$ cat config.mk
export PLATFORM = sky130hd
export DESIGN_NAME = btn_event_reporter_flat
export DESIGN_NICKNAME = d
export VERILOG_FILES = /design/src/rtl/btn_event_reporter_if.sv /design/src/rtl/btn_event_reporter.sv /design/src/flat_wrapper.sv
export SDC_FILE = /design/constraint.sdc
export NUM_CORES = 1
export LEC_CHECK = 0
export ABC_AREA = 1
export CORE_ASPECT_RATIO = 1.4
export CORE_MARGIN = 5
export CORE_UTILIZATION = 56
export CTS_CLUSTER_SIZE = 16
export DETAILED_ROUTE_END_ITERATION = 8
export PLACE_DENSITY = 0.79
export SLEW_MARGIN = 25
export SYNTH_ARGS = -nofsm -noshare
export SYNTH_HDL_FRONTEND = slang
export SYNTH_SLANG_ARGS = --single-unit
$ cat constraint.sdc
create_clock -name clk -period 3.1 [get_ports clk]
set_clock_uncertainty 0.1 [all_clocks]
set_input_delay 0.62 -clock clk [delete_from_list [all_inputs] [get_ports clk]]
set_output_delay 0.62 -clock clk [all_outputs]
set_load 0.01 [all_outputs]
$ cat src/rtl/btn_event_reporter_if.sv
// Byte-level link between spi_dev_core (master) and btn_event_reporter (slave).
// The master drives received bytes, transaction edges and acks; the slave drives the MISO byte.
interface btn_event_reporter_if;
   logic [7:0] usr_mosi_data;
   logic       usr_mosi_stb;
   logic [7:0] usr_miso_data;
   logic       usr_miso_ack;
   logic       csn_fall;
   logic       csn_rise;

   modport master (
      output usr_mosi_data,
      output usr_mosi_stb,
      output usr_miso_ack,
      output csn_fall,
      output csn_rise,
      input  usr_miso_data
   );

   modport slave (
      input  usr_mosi_data,
      input  usr_mosi_stb,
      input  usr_miso_ack,
      input  csn_fall,
      input  csn_rise,
      output usr_miso_data
   );
endinterface

$ cat src/rtl/btn_event_reporter.sv
// Queues button-word change events in a FIFO and streams them to the host over SPI reads.
// Reads are speculative; entries are only retired when a read command completes.
module btn_event_reporter #(
   parameter int unsigned Log2Depth = 4,
   parameter logic [7:0]  CmdRead   = 8'hF5
) (
   input  logic                       clk,
   input  logic                       rst,
   input  logic [10:0]                btn_state_i,
   btn_event_reporter_if.slave        bus,
   output logic                       irq_o,
   output logic                       overflow_o
);

   localparam int unsigned Depth = 1 << Log2Depth;
   localparam int unsigned PtrW  = Log2Depth + 1;

   typedef enum logic [1:0] {
      StIdle,
      StStat,
      StHi,
      StLo
   } state_e;

   state_e state_q, state_d;

   logic [10:0]     prev_q;
   logic [15:0]     mem_q [Depth];
   logic [PtrW-1:0] wr_ptr_q, wr_ptr_d;
   logic [PtrW-1:0] rd_ptr_q, rd_ptr_d;
   logic [PtrW-1:0] spec_ptr_q, spec_ptr_d;
   logic [3:0]      seq_q, seq_d;
   logic            overflow_q, overflow_d;
   logic            ovf_snap_q, ovf_snap_d;
   logic            irq_q;
   logic            cmd_ok_q, cmd_ok_d;
   logic            cmd_seen_q, cmd_seen_d;
   logic            have_q, have_d;
   logic [7:0]      miso_q, miso_d;

   logic [PtrW-1:0] count;
   logic [4:0]      count5;
   logic            full;
   logic            change;
   logic            do_write;
   logic            do_drop;
   logic            active;
   logic            end_xfer;
   logic            commit;
   logic [PtrW-1:0] spec_next;
   logic            avail;
   logic            avail_next;
   logic [15:0]     head;
   logic [15:0]     head_next;

   // FIFO status and change detection
   always_comb begin
      count    = wr_ptr_q - rd_ptr_q;
      count5   = 5'(count);
      full     = (count == PtrW'(Depth));
      change   = (btn_state_i != prev_q);
      do_write = change & ~full;
      do_drop  = change & full;
      active   = (state_q != StIdle);
      end_xfer = bus.csn_rise & active;
      commit   = end_xfer & cmd_ok_q;
   end

   // Read-side view: current head and the entry after it for the LO->HI step
   always_comb begin
      spec_next  = have_q ? spec_ptr_q + PtrW'(1) : spec_ptr_q;
      avail      = (spec_ptr_q != wr_ptr_q);
      avail_next = (spec_next != wr_ptr_q);
      head       = mem_q[spec_ptr_q[Log2Depth-1:0]];
      head_next  = mem_q[spec_next[Log2Depth-1:0]];
   end

   // Pointer, sequence and overflow bookkeeping
   always_comb begin
      wr_ptr_d   = wr_ptr_q;
      seq_d      = seq_q;
      rd_ptr_d   = rd_ptr_q;
      overflow_d = overflow_q;
      if (do_write) begin
         wr_ptr_d = wr_ptr_q + PtrW'(1);
         seq_d    = seq_q + 4'd1;
      end
      if (commit) begin
         rd_ptr_d = spec_ptr_q;
      end
      // A drop in the commit cycle keeps the flag set
      if (do_drop) begin
         overflow_d = 1'b1;
      end else if (commit && ovf_snap_q) begin
         overflow_d = 1'b0;
      end
   end

   // FSM: next state
   always_comb begin
      state_d = state_q;
      if (end_xfer) begin
         state_d = StIdle;
      end else if (bus.csn_fall) begin
         state_d = StStat;
      end else if (bus.usr_miso_ack) begin
         case (state_q)
            StStat:  state_d = StHi;
            StHi:    state_d = StLo;
            StLo:    state_d = StHi;
            default: state_d = state_q;
         endcase
      end
   end

   // FSM: outputs and per-transaction context
   always_comb begin
      miso_d     = miso_q;
      spec_ptr_d = spec_ptr_q;
      have_d     = have_q;
      ovf_snap_d = ovf_snap_q;
      cmd_ok_d   = cmd_ok_q;
      cmd_seen_d = cmd_seen_q;
      if (end_xfer) begin
         miso_d = 8'h00;
      end else if (bus.csn_fall) begin
         miso_d     = {overflow_q, 2'b00, count5};
         spec_ptr_d = rd_ptr_q;
         ovf_snap_d = overflow_q;
         cmd_ok_d   = 1'b0;
         cmd_seen_d = 1'b0;
      end else begin
         if (bus.usr_miso_ack) begin
            case (state_q)
               StStat: begin
                  have_d = avail;
                  miso_d = avail ? head[15:8] : 8'h00;
               end
               StHi: begin
                  miso_d = have_q ? head[7:0] : 8'h00;
               end
               StLo: begin
                  // Entry is consumed only once its LO byte has been taken
                  spec_ptr_d = spec_next;
                  have_d     = avail_next;
                  miso_d     = avail_next ? head_next[15:8] : 8'h00;
               end
               default: begin
                  miso_d = miso_q;
               end
            endcase
         end
         if (bus.usr_mosi_stb && active && !cmd_seen_q) begin
            cmd_seen_d = 1'b1;
            cmd_ok_d   = (bus.usr_mosi_data == CmdRead);
         end
      end
   end

   // FSM: state and context registers
   always_ff @(posedge clk) begin
      if (rst) begin
         state_q    <= StIdle;
         prev_q     <= 11'h000;
         wr_ptr_q   <= '0;
         rd_ptr_q   <= '0;
         spec_ptr_q <= '0;
         seq_q      <= 4'd0;
         overflow_q <= 1'b0;
         ovf_snap_q <= 1'b0;
         irq_q      <= 1'b0;
         cmd_ok_q   <= 1'b0;
         cmd_seen_q <= 1'b0;
         have_q     <= 1'b0;
         miso_q     <= 8'h00;
      end else begin
         state_q    <= state_d;
         prev_q     <= btn_state_i;
         wr_ptr_q   <= wr_ptr_d;
         rd_ptr_q   <= rd_ptr_d;
         spec_ptr_q <= spec_ptr_d;
         seq_q      <= seq_d;
         overflow_q <= overflow_d;
         ovf_snap_q <= ovf_snap_d;
         irq_q      <= (wr_ptr_q != rd_ptr_q);
         cmd_ok_q   <= cmd_ok_d;
         cmd_seen_q <= cmd_seen_d;
         have_q     <= have_d;
         miso_q     <= miso_d;
      end
   end

   // Storage has no reset; pointers define what is valid
   always_ff @(posedge clk) begin
      if (!rst && do_write) begin
         mem_q[wr_ptr_q[Log2Depth-1:0]] <= {1'b1, seq_q, btn_state_i};
      end
   end

   assign bus.usr_miso_data = miso_q;
   assign irq_o             = irq_q;
   assign overflow_o        = overflow_q;

endmodule
$ cat src/flat_wrapper.sv
// flat-port wrapper written by rule: the top's interface ports become plain ports
module btn_event_reporter_flat 
#(
   parameter int unsigned Log2Depth = 4,
   parameter logic [7:0]  CmdRead   = 8'hF5
)
  (clk, rst, btn_state_i, irq_o, overflow_o, bus_usr_mosi_data, bus_usr_mosi_stb, bus_usr_miso_ack, bus_csn_fall, bus_csn_rise, bus_usr_miso_data);
  btn_event_reporter_if bus_i ();
  input  logic clk;
  input  logic rst;
  input  logic [10:0] btn_state_i;
  output logic irq_o;
  output logic overflow_o;
  input wire logic [$bits(bus_i.usr_mosi_data)-1:0] bus_usr_mosi_data;
  input wire logic [$bits(bus_i.usr_mosi_stb)-1:0] bus_usr_mosi_stb;
  input wire logic [$bits(bus_i.usr_miso_ack)-1:0] bus_usr_miso_ack;
  input wire logic [$bits(bus_i.csn_fall)-1:0] bus_csn_fall;
  input wire logic [$bits(bus_i.csn_rise)-1:0] bus_csn_rise;
  output wire logic [$bits(bus_i.usr_miso_data)-1:0] bus_usr_miso_data;
  assign bus_i.usr_mosi_data = bus_usr_mosi_data;
  assign bus_i.usr_mosi_stb = bus_usr_mosi_stb;
  assign bus_i.usr_miso_ack = bus_usr_miso_ack;
  assign bus_i.csn_fall = bus_csn_fall;
  assign bus_i.csn_rise = bus_csn_rise;
  assign bus_usr_miso_data = bus_i.usr_miso_data;
  btn_event_reporter #(.Log2Depth(Log2Depth), .CmdRead(CmdRead)) u_core (.clk(clk), .rst(rst), .btn_state_i(btn_state_i), .bus(bus_i), .irq_o(irq_o), .overflow_o(overflow_o));
endmodule
==> summary.md <==
Setup repair after global routing left no endpoint under its margin. The adder-cell share of the synthesized area was 1.41%; the mean post-synth cell area was 9.16 sq um. The floorplan step defined a die boundary enclosing 0.0280 sq mm.

Final cell count without fillers: 1878. For this run, the top clock speed supported by timing is 0.339 GHz. The area fraction of the dominant cell type after synthesis works out to 52.1%. The cell accounting for the most synthesized area was sky130_fd_sc_hd__edfxtp_1. Number of nets in the finished design: 1584. Post-route minimum period: 2.95 ns. Cell total after placement: 1831. The first-pass GRT wire length is 60500 microns. The startpoint type of the worst setup path is a register.

The number of distinct standard cells referenced by the synthesized netlist was 41; the buffer levels on the longest clock path was 3. The count of hold buffers inserted by post-cts repair was 0; the number of top-level design ports was 35. From left edge to right edge, the die measures 143 microns.

The number of storage elements in the synthesis netlist is 290, and the level count of the clock H-tree is 1. After synthesis, the largest family of logic cells by area is simple AND/OR/NAND/NOR gates. After global routing the overflow that remains totals 0. Cell leakage power: 0.00622 uW.

The worst relative slew slack was 41.8%; the net count of the mapped netlist was 1550. The diode insertion count for antenna repair is 0. The logs give 11268 for the routed via count and 0 for the number of max-cap violations. The delay of the slowest cell on the worst path was 0.67 ns.

The async set or reset register ratio after synthesis was 0%. Summing the areas of all compound-gate instances in the mapped netlist gives 6.31% of the synthesized area. In the final routed layout, each cell accounts on average for 20.8 microns. The quantity of I/O buffers inserted on ports works out to 34.

The cell with the largest stage delay on the worst path is sky130_fd_sc_hd__nor2_2. Walking the worst path, the cells encountered are inv_1, ha_1, inv_1, fa_1, nand2_1, nand2_1, xor2_1, nand3_1, nand3_1, buf_12, nor2_2. After clock tree synthesis, the setup repair step added 0 buffers.

For the worst setup path, the data required time is 3.16 ns. Critical path arrival: 3.01 ns. The logs give 0.55 ns for the clock latency on the worst-skew pair and 0.000444 V for the maximum VDD drop.

For the number of warnings issued by yosys, the log shows 0. STA classifies the critical path endpoint as a register. In the final layout, the share of cells above drive strength 1 is 8.38%. Across all hold checks on the routed design, the worst slack comes to 0.386 ns. Of the total synthesized cell area, the portion taken by XOR and XNOR cells is 1.58%. The final max-slew violation count is 0, and the post-detailed-placement half-perimeter wirelength is 25100 microns. Counting every sink on the clock net gives 290. The most common cell in the netlist is sky130_fd_sc_hd__nand2_1. The number of antenna violations at the first check in global routing was 0; the count of flip-flops with a built-in enable after synthesis was 240. The area growth from synthesis to layout is 12.5%. For the total power of the final layout, the log shows 9120 uW. For the number of antenna-violating nets in the routed design, the log shows 0.

The worst-margin pin slew was 0.871 ns; the synthesized-area fraction occupied by and/or/nand/nor cells was 24.8%. Summing the sequential cell areas from Yosys gives 59.3% of the chip area. The run gives 26 as the TritonCTS buffer count. Clock root buffer master: sky130_fd_sc_hd__clkbuf_16. Hold violation total from the final report: 0.

In the synthesized netlist, mux cells make up 0% of the area. The starting density of the core is 56.5%. TritonCTS built the clock tree. In the routed design, unresolved DRC markers number 0. Setup violations remaining at the end of the flow were counted as 0. Entering global routing, the biggest net connects 137 pins.

The flow ran to the end, and the final reports show no timing, DRC or antenna violations. In the synthesized netlist, the cells that appear most often are 429 x sky130_fd_sc_hd__nand2_1, 264 x sky130_fd_sc_hd__nand3_1, 240 x sky130_fd_sc_hd__edfxtp_1. After synthesis, the cell types taking the most area are sky130_fd_sc_hd__edfxtp_1 52%, sky130_fd_sc_hd__nand2_1 12%, sky130_fd_sc_hd__nand3_1 9.5%.

The core outline area was 0.0245 sq mm; the global routing usage summed across all routing layers was 27.9%. In the routed layout, each cell is associated on average with a via count of 6.00. The tightest min-delay check is of the register to register type.

The run gives 0.970 as the routability congestion estimate. The netlist area before placement is 0.0138 sq mm, and the count of buffer and inverter cells on the critical path is 3. The final core utilization is 63.5%, and the post-synthesis cell count is 1510. The die boundary height came out at 196 microns. The final critical path takes up 95.3% of the cycle. Commonest register cell after synthesis: sky130_fd_sc_hd__edfxtp_1. The areal power density over the cells was 586 mW/mm^2. The via count of the first global-routing pass is 11236.

By startpoint and endpoint, the worst setup path is classified as register to register. The pre-antenna-repair detailed-routing pass consisted of 8 iterations. The detailed router finished its first iteration with 1563 violations. The cell type group with the largest total delay on the critical path was simple AND/OR/NAND/NOR gates. Wires add up to 39100 microns. The clock transition at the registers of the reported paths is 0.06 ns, and the fill cell total of the finished layout is 1922. Along the worst path, the maximum fanout reaches 15. The floorplan has 68 rows.
==> flip-flops by register name (all words and copies together), names as in the netlist, 2 cells and up, named ones only <==
register                  count
u_core.spec_ptr_q             5
u_core.mem_q                240
u_core.seq_q                  4
u_core.state_q                2
u_core.wr_ptr_q               5
u_core.bus.usr_miso_data      8
u_core.prev_q                11
u_core.rd_ptr_q               5
==> where the power goes <==
group          leakage, uW  switching (uW)  internal, uW
Sequential         0.00259            72.2          4340
Clock             0.000412            1410          1890
Combinational      0.00322             973           437
Total              0.00622            2450          6670
==> worst reg2reg max path, stage by stage (launching register included) <==
cell                      delay, ns
sky130_fd_sc_hd__dfxtp_1       0.31
sky130_fd_sc_hd__inv_1         0.11
sky130_fd_sc_hd__ha_1          0.16
sky130_fd_sc_hd__inv_1         0.06
sky130_fd_sc_hd__fa_1          0.40
sky130_fd_sc_hd__nand2_1       0.09
sky130_fd_sc_hd__nand2_1       0.06
sky130_fd_sc_hd__xor2_1        0.15
sky130_fd_sc_hd__nand3_1       0.12
sky130_fd_sc_hd__nand3_1       0.14
sky130_fd_sc_hd__buf_12        0.19
sky130_fd_sc_hd__nor2_2        0.67
==> layout make-up <==
class | instances | area, sq um | share of cell area (%)
clock buffer | 33 | 677 | 4.35
clock inverter | 14 | 190 | 1.22
inverter | 143 | 543 | 3.49
multi-input combinational | 997 | 4770 | 30.6
sequential | 290 | 8210 | 52.8
tap | 315 | 394 | 2.53
timing repair buffer | 86 | 781 | 5.01
==> logic make-up after synthesis <==
logic type	count (synthesis)
AO/OA/AOI/OAI	153
flip-flops	290
buffers and inverters	223
adder cells (fa/ha/maj)	15
AND/OR/NAND/NOR	807
XOR/XNOR	22
==> cells in the final DEF, fill, tap and decap left out, types with 7 or more instances in the layout <==
master	synthesis	layout
sky130_fd_sc_hd__nand2_1	429	429
sky130_fd_sc_hd__nand3_1	264	264
sky130_fd_sc_hd__edfxtp_1	240	240
sky130_fd_sc_hd__inv_1	134	133
sky130_fd_sc_hd__nor2_1	96	80
sky130_fd_sc_hd__o21ai_0	57	57
sky130_fd_sc_hd__a21oi_1	51	51
sky130_fd_sc_hd__dfxtp_1	50	48
sky130_fd_sc_hd__buf_4	5	48
sky130_fd_sc_hd__clkdlybuf4s50_1	0	34
sky130_fd_sc_hd__clkbuf_16	0	26
sky130_fd_sc_hd__o211ai_1	21	21
sky130_fd_sc_hd__xor2_1	14	14
sky130_fd_sc_hd__ha_1	14	14
sky130_fd_sc_hd__nor2_2	0	13
sky130_fd_sc_hd__clkbuf_1	29	7
==> metal layers <==
layer	up-vias	GRT usage (%)	share of wire, %
met2	740	46.2	48
met4	0	17.3	6.9
met5	-	0	0
li1	5140	-	-
met1	5190	34.0	35
met3	198	4.29	9.6
==> what timing repair did <==
action	CTS	global route
hold endpoints to repair	0	0
gates resized for setup	0	3
endpoints found under the setup margin	0	12
==> final timing paths <==
path / start / endpoint / slack, ns / cells past startpoint
max: u_core.wr_ptr_q[0]$_SDFFE_PP0N_ / u_core.mem_q[15][12]$_DFFE_PP_ / 0.15 / 11
min: u_core.rd_ptr_q[2]$_SDFFE_PP0P_ / u_core.rd_ptr_q[2]$_SDFFE_PP0P_ / 0.39 / 2
max reg2reg: u_core.wr_ptr_q[0]$_SDFFE_PP0N_ / u_core.mem_q[15][12]$_DFFE_PP_ / 0.15 / 11
min reg2reg: u_core.rd_ptr_q[2]$_SDFFE_PP0P_ / u_core.rd_ptr_q[2]$_SDFFE_PP0P_ / 0.39 / 2
==> stage by stage <==
step,setup slack [ns],setup TNS [ns],area (sq um)
global route,0.00750,0,15600
floorplan,0.101,0,13800
CTS,0.105,0,15600
detailed placement,-0.272,-38.07,14700
global placement,-0.245,-33.66,14700
finish,0.147,0,15600
No activity file was read; power rests on OpenSTA's default activity.
